`src/rtl/vc_control.sv`:
```
// vc_control: victim-cache controller that sequences lookup, swap, writeback and insert for L1 misses
module vc_control #(
    parameter int tag_width        = 24,
    parameter int vc_size          = 8,
    parameter int num_mux_sel_bits = 4
) (
    input  logic                        clk,
    input  logic                        rst,
    input  logic                        l1_vc_req,
    input  logic [tag_width-1:0]        l1_vc_tag,
    input  logic                        l1_victim_valid,
    input  logic [tag_width-1:0]        l1_victim_tag,
    input  logic                        l1_victim_dirty,
    input  logic [num_mux_sel_bits-1:0] vc_datamux_sel,
    output logic                        vc_tag_cmp,
    output logic                        vc_tag_write,
    output logic [vc_size-1:0]          vc_tag_store_ld_mask,
    output logic [tag_width-1:0]        vc_tag_store_datain,
    output logic                        vc_data_write,
    output logic                        mem_wb_req,
    input  logic                        mem_wb_ack,
    output logic [num_mux_sel_bits-1:0] vc_wb_sel,
    output logic                        vc_l1_resp,
    output logic                        vc_l1_hit,
    output logic                        vc_busy
);
    localparam int pw = (vc_size > 1) ? $clog2(vc_size) : 1;

    typedef enum logic [2:0] {IDLE, CMP, SWAP, WB, INSERT, RESP} state_t;

    state_t state;
    logic [vc_size-1:0] valid, dirty;
    logic [pw-1:0] ptr, ptr_inc, idx, tgt, tgt_next, free_idx, sel_idx;
    logic [tag_width-1:0] vic_tag;
    logic vic_valid, vic_dirty, any_free, hit;

    function automatic logic [vc_size-1:0] onehot(input logic [pw-1:0] i);
        return {{(vc_size-1){1'b0}}, 1'b1} << i;
    endfunction

    assign sel_idx  = vc_datamux_sel[pw-1:0];
    assign hit      = (int'(vc_datamux_sel) < vc_size) && valid[sel_idx];
    assign ptr_inc  = (int'(ptr) == vc_size - 1) ? '0 : ptr + 1'b1;
    assign tgt_next = any_free ? free_idx : ptr;
    assign vc_busy  = state != IDLE;

    // Descending scan so the lowest-index invalid entry wins
    always_comb begin
        free_idx = '0;
        any_free = 1'b0;
        for (int i = vc_size - 1; i >= 0; i--)
            if (!valid[i]) begin
                free_idx = pw'(i);
                any_free = 1'b1;
            end
    end

    always_ff @(posedge clk or negedge rst) begin
        if (!rst) begin
            state                <= IDLE;
            valid                <= '0;
            dirty                <= '0;
            ptr                  <= '0;
            idx                  <= '0;
            tgt                  <= '0;
            vic_tag              <= '0;
            vic_valid            <= 1'b0;
            vic_dirty            <= 1'b0;
            vc_tag_cmp           <= 1'b0;
            vc_tag_write         <= 1'b0;
            vc_data_write        <= 1'b0;
            vc_tag_store_ld_mask <= '0;
            vc_tag_store_datain  <= '0;
            mem_wb_req           <= 1'b0;
            vc_wb_sel            <= '0;
            vc_l1_resp           <= 1'b0;
            vc_l1_hit            <= 1'b0;
        end else begin
            vc_tag_cmp           <= 1'b0;
            vc_tag_write         <= 1'b0;
            vc_data_write        <= 1'b0;
            vc_tag_store_ld_mask <= '0;
            vc_tag_store_datain  <= '0;
            vc_l1_resp           <= 1'b0;
            vc_l1_hit            <= 1'b0;
            case (state)
                IDLE: if (l1_vc_req) begin
                    state               <= CMP;
                    vic_valid           <= l1_victim_valid;
                    vic_tag             <= l1_victim_tag;
                    vic_dirty           <= l1_victim_dirty;
                    vc_tag_cmp          <= 1'b1;
                    vc_tag_store_datain <= l1_vc_tag;
                end
                CMP: if (hit) begin
                    state <= SWAP;
                    idx   <= sel_idx;
                    if (vic_valid) begin
                        vc_tag_write         <= 1'b1;
                        vc_data_write        <= 1'b1;
                        vc_tag_store_ld_mask <= onehot(sel_idx);
                        vc_tag_store_datain  <= vic_tag;
                    end
                end else if (!vic_valid) begin
                    state      <= RESP;
                    vc_l1_resp <= 1'b1;
                end else begin
                    tgt <= tgt_next;
                    if (valid[tgt_next] && dirty[tgt_next]) begin
                        state      <= WB;
                        mem_wb_req <= 1'b1;
                        vc_wb_sel  <= num_mux_sel_bits'(tgt_next);
                    end else begin
                        state                <= INSERT;
                        vc_tag_write         <= 1'b1;
                        vc_data_write        <= 1'b1;
                        vc_tag_store_ld_mask <= onehot(tgt_next);
                        vc_tag_store_datain  <= vic_tag;
                    end
                end
                SWAP: begin
                    if (vic_valid) dirty[idx] <= vic_dirty;
                    else valid[idx] <= 1'b0;
                    state      <= RESP;
                    vc_l1_resp <= 1'b1;
                    vc_l1_hit  <= 1'b1;
                end
                WB: if (mem_wb_ack) begin
                    state                <= INSERT;
                    mem_wb_req           <= 1'b0;
                    vc_wb_sel            <= '0;
                    vc_tag_write         <= 1'b1;
                    vc_data_write        <= 1'b1;
                    vc_tag_store_ld_mask <= onehot(tgt);
                    vc_tag_store_datain  <= vic_tag;
                end
                INSERT: begin
                    valid[tgt] <= 1'b1;
                    dirty[tgt] <= vic_dirty;
                    if (valid[tgt]) ptr <= ptr_inc;
                    state      <= RESP;
                    vc_l1_resp <= 1'b1;
                end
                default: state <= IDLE;
            endcase
        end
    end
endmodule

```
`config.mk`:
```
export PLATFORM = sky130hd
export DESIGN_NAME = vc_control
export DESIGN_NICKNAME = d
export VERILOG_FILES = /design/src/rtl/vc_control.sv
export SDC_FILE = /design/constraint.sdc
export NUM_CORES = 1
export LEC_CHECK = 0
export CAP_MARGIN = 20
export CELL_PAD_IN_SITES_DETAIL_PLACEMENT = 1
export CELL_PAD_IN_SITES_GLOBAL_PLACEMENT = 2
export CORE_UTILIZATION = 29
export DETAILED_ROUTE_END_ITERATION = 6
export PLACE_DENSITY_LB_ADDON = 0.1
export SLEW_MARGIN = 0
export SYNTH_ARGS = -nofsm -noshare
export SYNTH_HDL_FRONTEND = slang
export SYNTH_SLANG_ARGS = --single-unit
```
`constraint.sdc`:
```
create_clock -name clk -period 2.3 [get_ports clk]
set_clock_uncertainty 0.2 [all_clocks]
set_input_delay 0.69 -clock clk [delete_from_list [all_inputs] [get_ports clk]]
set_output_delay 0.69 -clock clk [all_outputs]
set_load 0.05 [all_outputs]
```
==> results of run 1 <==
cells in the final DEF, fill, tap and decap left out, types with 3 or more instances in the layout:
cell type | synthesis | layout
sky130_fd_sc_hd__buf_4 | 2 | 112
sky130_fd_sc_hd__o221ai_2 | 1 | 3
sky130_fd_sc_hd__a31oi_1 | 3 | 3
sky130_fd_sc_hd__nor3b_1 | 4 | 3
sky130_fd_sc_hd__nand2_2 | 0 | 3
sky130_fd_sc_hd__inv_1 | 6 | 6
sky130_fd_sc_hd__a21o_1 | 5 | 4
sky130_fd_sc_hd__o22a_1 | 3 | 3
sky130_fd_sc_hd__and3_1 | 4 | 4
sky130_fd_sc_hd__nor3_1 | 6 | 6
sky130_fd_sc_hd__mux2_2 | 39 | 39
sky130_fd_sc_hd__o21ai_1 | 1 | 28
sky130_fd_sc_hd__nand3_1 | 7 | 5
sky130_fd_sc_hd__a21oi_2 | 1 | 3
sky130_fd_sc_hd__nand4_1 | 4 | 4
sky130_fd_sc_hd__nor2_2 | 0 | 3
sky130_fd_sc_hd__a21oi_1 | 15 | 13
sky130_fd_sc_hd__nand2_1 | 58 | 55
sky130_fd_sc_hd__buf_12 | 0 | 6
sky130_fd_sc_hd__nor2_1 | 20 | 15
sky130_fd_sc_hd__o21ai_0 | 40 | 11
sky130_fd_sc_hd__nand2b_1 | 8 | 8
sky130_fd_sc_hd__clkbuf_16 | 0 | 9
sky130_fd_sc_hd__dfrtp_2 | 0 | 6
sky130_fd_sc_hd__clkdlybuf4s50_1 | 0 | 54
sky130_fd_sc_hd__a22oi_1 | 25 | 25
sky130_fd_sc_hd__dfrtp_1 | 94 | 88
sky130_fd_sc_hd__and2_4 | 0 | 3
sky130_fd_sc_hd__buf_6 | 1 | 14
sky130_fd_sc_hd__nand3b_1 | 5 | 5
path summary, 6_finish.rpt:
kind / to / from / cells after the start
setup / recovery: vc_wb_sel[2] / valid[5] / 9
hold / removal: mem_wb_req / mem_wb_req / 1
setup reg to reg: vc_wb_sel[2] / valid[5] / 9
hold reg to reg: mem_wb_req / mem_wb_req / 1
max in group asynchronous: state[0] / rst / 3
min in group asynchronous: vc_tag_store_ld_mask[4] / rst / 2
state kept, by name, indices dropped and copies added, names as in the netlist:
register,flops
dirty,8
idx,3
mem_wb_req,1
ptr,3
state,3
tgt,3
valid,8
vc_data_write,1
vc_l1_hit,1
vc_l1_resp,1
vc_tag_cmp,1
vc_tag_store_datain,24
vc_tag_store_ld_mask,8
vc_wb_sel,3
vic_dirty,1
vic_tag,24
vic_valid,1
power by group through the flow:
| stage | Clock, mW | Combinational, mW | Sequential (mW) |
|---|---|---|---|
| 2_1_floorplan | 0 | 2.00 | 3.55 |
| 3_3_place_gp | 0 | 4.45 | 2.84 |
| 3_5_place_dp | 0 | 4.53 | 2.87 |
| 4_1_cts | 1.55 | 4.90 | 2.86 |
| 5_1_grt | 1.61 | 5.49 | 2.97 |
| 6_report | 1.50 | 5.12 | 2.86 |
repair_timing:
action,in CTS,in global routing
pin swaps,14,20
gates cloned,0,0
setup buffers,10,12
endpoints found under the setup margin,48,46
gates resized for setup,69,18
hold buffers,1,0
hold endpoints to repair,7,0
worst max-delay path, delay by kind of cell (launching register included):
family                 cells  cell delay, ns
AOI/OAI and AO/OA          3            0.45
DFF                        1            0.45
buffers and inverters      2            0.32
muxes                      1            0.13
and+or+nand+nor            3            0.97
per-layer routing:
metal	part of all wire [%]	track usage, %
met5	0	0
met4	1.8	6.23
met3	5.1	4.18
met2	48	31.1
met1	45	24.1
stage by stage:
| stage | hold slack (ns) | worst slack (ns) |
|---|---|---|
| floorplan | 0.194 | -0.147 |
| global placement | 0.283 | -0.745 |
| detailed placement | 0.295 | -0.799 |
| CTS | 0.311 | -0.271 |
| global route | 0.323 | -0.367 |
| finish | 0.294 | -0.290 |
synth_stat cells, drive strengths merged, types with 3 or more instances:
library cell  count
o22a              3
and2              4
nor3b             4
nor2             20
dfrtp            94
nor4              3
nand2            58
mux2             39
a21oi            16
clkbuf           19
o21ai            41
a22oi            25
nand2b            8
nand4             6
a21o              5
inv               6
a31oi             3
and3              4
o221ai            6
nand3             8
buf               9
mux2i             3
o31a              3
nor3              6
nand3b            5
cell families (layout without fill, tap and decap cells):
group,after synthesis,after routing
AO/OA/AOI/OAI,118,118
multiplexers,44,44
adder cells (fa/ha/maj),2,2
flip-flops,94,94
AND/OR/NAND/NOR,132,132
other,1,1
buffers and inverters,34,211
area by class of cell:
cell class | count | area [um^2]
clock buffer | 11 | 233
clock inverter | 5 | 58.8
fill | 1661 | 8360
inverter | 6 | 22.5
multi-input combinational | 297 | 2240
sequential | 94 | 2360
tap | 188 | 235
timing repair buffer | 189 | 1690
==> metrics.log, run 1 <==
[metrics] combined global-route utilization of all metal layers: 18.7%
[metrics] vias per inst: 5.03
[metrics] sum of routed wire length over all layers: 14.4 mm
[metrics] standard-cell rows: 45
[metrics] post-synthesis instance total: 425
[metrics] Starting DRT DRC Count: 191
[metrics] worst endpoint data arrival time: 2.66 ns
[metrics] simple logic cell fraction of the synthesized area: 14.8%
[metrics] TritonCTS clock tree: done
[metrics] area of the placeable core: 15,200 um^2
[metrics] clock-pin slew on the worst setup and hold paths: 0.07 ns
[metrics] Adder-Cell Fraction of Synth Area: 0.555%
[metrics] Main synth FF type: sky130_fd_sc_hd__dfrtp_1
[metrics] type of origin of the critical path: flip-flop
[metrics] part of the total power dissipated in sequential elements: 30.1%
[metrics] clock share of power: 15.8%
[metrics] width of the chip: 127 um
[metrics] number of max-cap violations: 0
[metrics] effective utilization at floorplan: 29.7%
[metrics] setup TNS: -8.65 ns
[metrics] leading post-synthesis cells by cell area: sky130_fd_sc_hd__dfrtp_1 (52%), sky130_fd_sc_hd__mux2_2 (9.7%), sky130_fd_sc_hd__nand2_1 (4.8%)
[metrics] Overflow after GRT: 0
[metrics] final routed wire length divided by cell count: 18.2 um
[metrics] fraction of power spent switching nets: 42.3%
[metrics] register-to-register path setup slack: -0.29 ns
[metrics] number of antenna violations at the first check in global routing: 0
[metrics] Synth async-reset ratio: 100%
[metrics] post-synthesis cell type with the largest combined area: sky130_fd_sc_hd__dfrtp_1
[metrics] worst-path fanout max: 6
[metrics] number of sinks on the clock net: 94
[metrics] fraction of synthesized cell area in xor and xnor cells: 0%
[metrics] number of nets in the finished design: 657
[metrics] shortest period the worst path allows: 2.59 ns
[metrics] Final Total Pwr: 9.48 mW
[metrics] post-route core utilization: 45.0%
[metrics] number of buffers between clock root and the deepest sink: 2
[metrics] post-route antenna net violation count: 0
[metrics] ordered list of cells on the worst path: buf_6, and2_4, o221ai_4, mux2i_4, nor4_4, a41oi_4, buf_6, or4_4, o21ai_2
[metrics] sequential share of the synthesized area: 52.1%
[metrics] share of the synthesized area in compound gates (AO/OA/AOI/OAI): 17.7%
[metrics] top cell type's share of synthesized area: 52.1%
[metrics] number of placed instances, taps included: 754
[metrics] full die area: 16,100 um^2
[metrics] final clock period utilization by the worst path: 113%
[metrics] clock latency of the later-clocked register in the worst-skew pair: 0.35 ns
[metrics] leakage power total: 2.97 nW
[metrics] total CTS buffers: 9
[metrics] highest-delay cell along the critical path: sky130_fd_sc_hd__or4_4
[metrics] Fmax achieved: 386 MHz
[metrics] required time reported for the critical path endpoint: 2.37 ns
[metrics] final standard cell area without fillers: 6840 um^2
[metrics] number of setup violations in the final report: 42
[metrics] setup slack after layout: -0.290 ns
[metrics] layout-stage area growth over the synthesis result: 51.6%
[metrics] layout cell share with drive strength beyond 1: 39.4%
[metrics] total of flip-flops plus latches after synthesis: 94
[metrics] cell area after technology mapping: 4510 um^2
[metrics] classification of the worst-slack hold path: reg2reg
[metrics] weighted congestion at the end of routability-driven global placement: 0.812
[metrics] top-level I/O count: 101
[metrics] dominant cell type by count on the critical path: sky130_fd_sc_hd__buf_6
[metrics] final count of pins violating max slew: 0
[metrics] largest vdd supply drop: 0.571 mV
[metrics] Internal: 5.47 mW
[metrics] dominant combinational cell family by area after synthesis: compound AO/OA/AOI/OAI gates
[metrics] Post-synth EDFFs: 0
[metrics] vertical die dimension: 127 um
[metrics] TritonRoute pass-1 iters: 4
[metrics] violations in the final reports: negative setup slack
[metrics] H-tree depth reported by CTS: 3
[metrics] multiplexer share of the synthesized area: 11.5%
[metrics] net count after synthesis: 485
[metrics] clock root buffer: sky130_fd_sc_hd__clkbuf_16
[metrics] Worst setup EP type: flip-flop
[metrics] number of I/O port buffers: 99
[metrics] maximum number of pins on one net before global-route repair: 49
[metrics] Mean Syn Cell Area: 10.6 um^2
[metrics] count of warnings emitted by yosys: 0
[metrics] critical path's largest stage delay: 0.48 ns
[metrics] post-placement cell area: 6140 um^2
[metrics] Fin. Hold Viols: 0
[metrics] power density over the cells: 1390 nW/um^2
[metrics] number of distinct library cell variants in the gate-level netlist after synthesis: 59
[metrics] reported net switching power: 4.02 mW
[metrics] setup repair after global routing missed its margin: true
[metrics] final routed DRC violation total: 0
[metrics] share of power burned in combinational logic: 54.0%
[metrics] via count: 3,977
[metrics] first-pass GRT wire length: 22.8 mm
[metrics] DPL Wire Length: 10.3 mm
[metrics] Setup Crit Path Kind: reg2reg
[metrics] Ant. Diodes: 0
[metrics] number of global-route vias before repair: 4,198
[metrics] number of standard cells in the final layout excluding fillers: 790
[metrics] run status: finished, violations left
Note: power is estimated with default switching activity, not from simulation.
==> inputs of run 2 (changes only) <==
- CAP_MARGIN: 20 -> not set
==> results of run 2 <==
Final layout, timing and power as in run 1 (identical DEF).
==> inputs of run 3 (changes only) <==
- CORE_MARGIN: not set -> 10
==> run 3 against run 2 <==
Compared with the run above:
- the run still ends with negative setup slack left
- non-clock buffer count increased by 10
- final area increased by 0.27%
- utilization increased by 0.12 points
- sequential cell count unchanged
- combinational power decreased by 2%
- register-to-register slack improved by 0.09 ns
- largest power group unchanged
- clock power about the same
- sequential share of layout area decreased by 0.094 points
- largest cell class unchanged
- power decreased by 0.72%
==> metrics.log, run 3 (same netlist as run 1, synthesis figures left out) <==
[metrics] run status: finished, violations left
[metrics] violations in the final reports: negative setup slack
[metrics] number of buffers between clock root and the deepest sink: 2 (unchanged)
[metrics] total CTS buffers: 9 (unchanged)
[metrics] top-level I/O count: 101 (unchanged)
[metrics] worst-path fanout max: 6 (unchanged)
[metrics] r2r worst-path depth: 9 (unchanged)
[metrics] leakage power total: 3.02 nW (+1.7%)
[metrics] power density over the cells: 1370 nW/um^2 (-0.99%)
[metrics] share of power burned in combinational logic: 53.5% (-0.5 points)
[metrics] TritonRoute pass-1 iters: 4 (unchanged)
[metrics] Setup Crit Path Kind: reg2reg
[metrics] part of the total power dissipated in sequential elements: 30.8% (+0.7 points)
[metrics] number of global-route vias before repair: 4,351 (+3.6%)
[metrics] setup repair after global routing missed its margin: true
[metrics] routed length on met3: 714 um (-1.9%)
[metrics] count of fill cells added during filler insertion: 1,674 (+0.78%)
[metrics] TritonCTS clock tree: done
[metrics] Fmax achieved: 400 MHz (+3.7%)
[metrics] effective utilization at floorplan: 29.7% (unchanged)
[metrics] type of origin of the critical path: flip-flop
[metrics] number of standard cells in the final layout excluding fillers: 800 (+1.3%)
[metrics] clock root buffer: sky130_fd_sc_hd__clkbuf_16
[metrics] first-pass GRT wire length: 24.0 mm (+5.0%)
[metrics] Regs by FF count: vc_tag_store_datain x24, vic_tag x24
[metrics] via count: 4,023 (+1.2%)
[metrics] area of the placeable core: 15,200 um^2 (unchanged)
[metrics] full die area: 20,900 um^2 (+30%)
[metrics] top layer in use: met4
[metrics] final standard cell area without fillers: 6860 um^2 (+0.27%)
[metrics] final count of pins violating max slew: 0 (unchanged)
[metrics] number of nets in the finished design: 667 (+1.5%)
[metrics] number of I/O port buffers: 99 (unchanged)
[metrics] required time reported for the critical path endpoint: 2.37 ns (about the same)
[metrics] standard-cell rows: 45 (unchanged)
[metrics] sum of routed wire length over all layers: 15.6 mm (+8.3%)
[metrics] clock latency of the later-clocked register in the worst-skew pair: 0.34 ns (about the same)
[metrics] number of placed instances, taps included: 759 (+0.66%)
[metrics] final routed DRC violation total: 0 (unchanged)
[metrics] final routed wire length divided by cell count: 19.4 um (+6.9%)
[metrics] Reg2Reg Launch Point: valid[2]
[metrics] weighted congestion at the end of routability-driven global placement: 0.849 (+4.5%)
[metrics] post-route antenna net violation count: 0 (unchanged)
[metrics] combined global-route utilization of all metal layers: 14.8% (-3.9 points)
[metrics] Internal: 5.37 mW (-1.8%)
[metrics] Ant. Diodes: 0 (unchanged)
[metrics] register-to-register path setup slack: -0.20 ns (+0.09 ns)
[metrics] Starting DRT DRC Count: 180 (-5.8%)
[metrics] met1 wire length: 7.11 mm (+11%)
[metrics] most frequent cells in the layout: sky130_fd_sc_hd__buf_4 (126), sky130_fd_sc_hd__dfrtp_1 (88), sky130_fd_sc_hd__nand2_1 (56)
[metrics] DPL Wire Length: 11.7 mm (+13%)
[metrics] clock share of power: 15.7% (about the same)
[metrics] worst endpoint data arrival time: 2.56 ns (-0.10 ns)
[metrics] largest vdd supply drop: 0.595 mV (+4.2%)
[metrics] fraction of power spent switching nets: 43.0% (+0.62 points)
[metrics] met2 wirelength from detailed routing: 7.49 mm (+7.9%)
[metrics] Fin. Hold Viols: 0 (unchanged)
[metrics] classification of the worst-slack hold path: in2async
[metrics] most frequent standard cell in the layout excluding fill and tap cells: sky130_fd_sc_hd__buf_4
[metrics] post-route core utilization: 45.1% (+0.12 points)
[metrics] layout-stage area growth over the synthesis result: 52.0%
[metrics] final clock period utilization by the worst path: 109% (-4.0 points)
[metrics] vias per inst: 5.03 (-0.11%)
[metrics] shortest period the worst path allows: 2.50 ns (-0.0917 ns)
[metrics] reported net switching power: 4.05 mW (+0.74%)
[metrics] Hold Buf Count CTS: 0 (-1)
[metrics] width of the chip: 145 um (+14%)
[metrics] vertical die dimension: 145 um (+14%)
[metrics] r2r endpoint: vc_wb_sel[2]
[metrics] Overflow after GRT: 0 (unchanged)
[metrics] number of max-cap violations: 0 (unchanged)
[metrics] post-placement cell area: 6170 um^2 (+0.41%)
[metrics] setup slack after layout: -0.198 ns (+0.0917 ns)
[metrics] number of sinks on the clock net: 94 (unchanged)
[metrics] Final Total Pwr: 9.42 mW (-0.72%)
[metrics] number of setup violations in the final report: 44 (+4.8%)
[metrics] maximum number of pins on one net before global-route repair: 36 (-27%)
[metrics] layout cell share with drive strength beyond 1: 40.7% (+1.3 points)
[metrics] Worst setup EP type: flip-flop
[metrics] clock-pin slew on the worst setup and hold paths: 0.07 ns (about the same)
[metrics] H-tree depth reported by CTS: 3 (unchanged)
[metrics] minimum setup slack after placement: -0.806 ns (-0.00623 ns)
[metrics] number of antenna violations at the first check in global routing: 0 (unchanged)
run 3: worst max-delay path by stage:
stage	slack, ns	to	start
final	-0.20	vc_wb_sel[2]	valid[2]
after CTS	-0.23	state[1]	valid[4]
after floorplan	-0.15	vc_wb_sel[2]	vc_datamux_sel[0]
after global routing	-0.30	vc_wb_sel[2]	valid[2]
after detailed placement	-0.81	vc_wb_sel[2]	vc_datamux_sel[0]
after global placement	-0.78	vc_l1_resp	vc_datamux_sel[0]
run 3: power groups by stage:
stage	registers (mW)	clock network, mW	logic (mW)
2_1_floorplan	3.55	0	2.00
3_3_place_gp	2.88	0	4.51
3_5_place_dp	2.91	0	4.58
4_1_cts	2.91	1.52	4.87
5_1_grt	3.01	1.58	5.42
6_report	2.90	1.48	5.04
run 3: routing by layer:
metal | global-route usage [%] | vias to the layer above
li1 | - | 1920
met1 | 19.4 | 2004
met2 | 23.7 | 83
met3 | 3.49 | 16
met4 | 4.47 | 0
met5 | 0 | -
run 3: repair_timing:
| item | 4_1_cts | 5_1_grt |
|---|---|---|
| pin swaps | 18 | 10 |
| buffers inserted | 16 | 11 |
| endpoints found under the setup margin | 48 | 49 |
| gates resized for setup | 42 | 43 |
run 3: stage by stage:
step | hold WS [ns] | setup TNS, ns
2_1_floorplan | 0.194 | -2.06
3_3_place_gp | 0.281 | -30.84
3_5_place_dp | 0.291 | -32.52
4_1_cts | 0.0869 | -6.80
5_1_grt | 0.103 | -10.70
6_report | 0.0823 | -5.27
run 3: area by class of cell:
class                      instances  area [um^2]  share of cell area [%]
sequential                        94         2360                    34.4
multi-input combinational        297         2210                    32.2
timing repair buffer             199         1740                    25.3
clock buffer                      10          239                    3.49
tap                              188          235                    3.43
clock inverter                     6         53.8                   0.785
inverter                           6         22.5                   0.328
run 3: worst max-delay path, cell delays in order, from the launching register on:
cell,delay [ns]
sky130_fd_sc_hd__dfrtp_2,0.46
sky130_fd_sc_hd__buf_4,0.17
sky130_fd_sc_hd__nand3_1,0.10
sky130_fd_sc_hd__a21oi_2,0.05
sky130_fd_sc_hd__o31a_4,0.32
sky130_fd_sc_hd__nor4_4,0.29
sky130_fd_sc_hd__a41oi_2,0.10
sky130_fd_sc_hd__buf_6,0.19
sky130_fd_sc_hd__or4_4,0.48
sky130_fd_sc_hd__o21ai_2,0.07
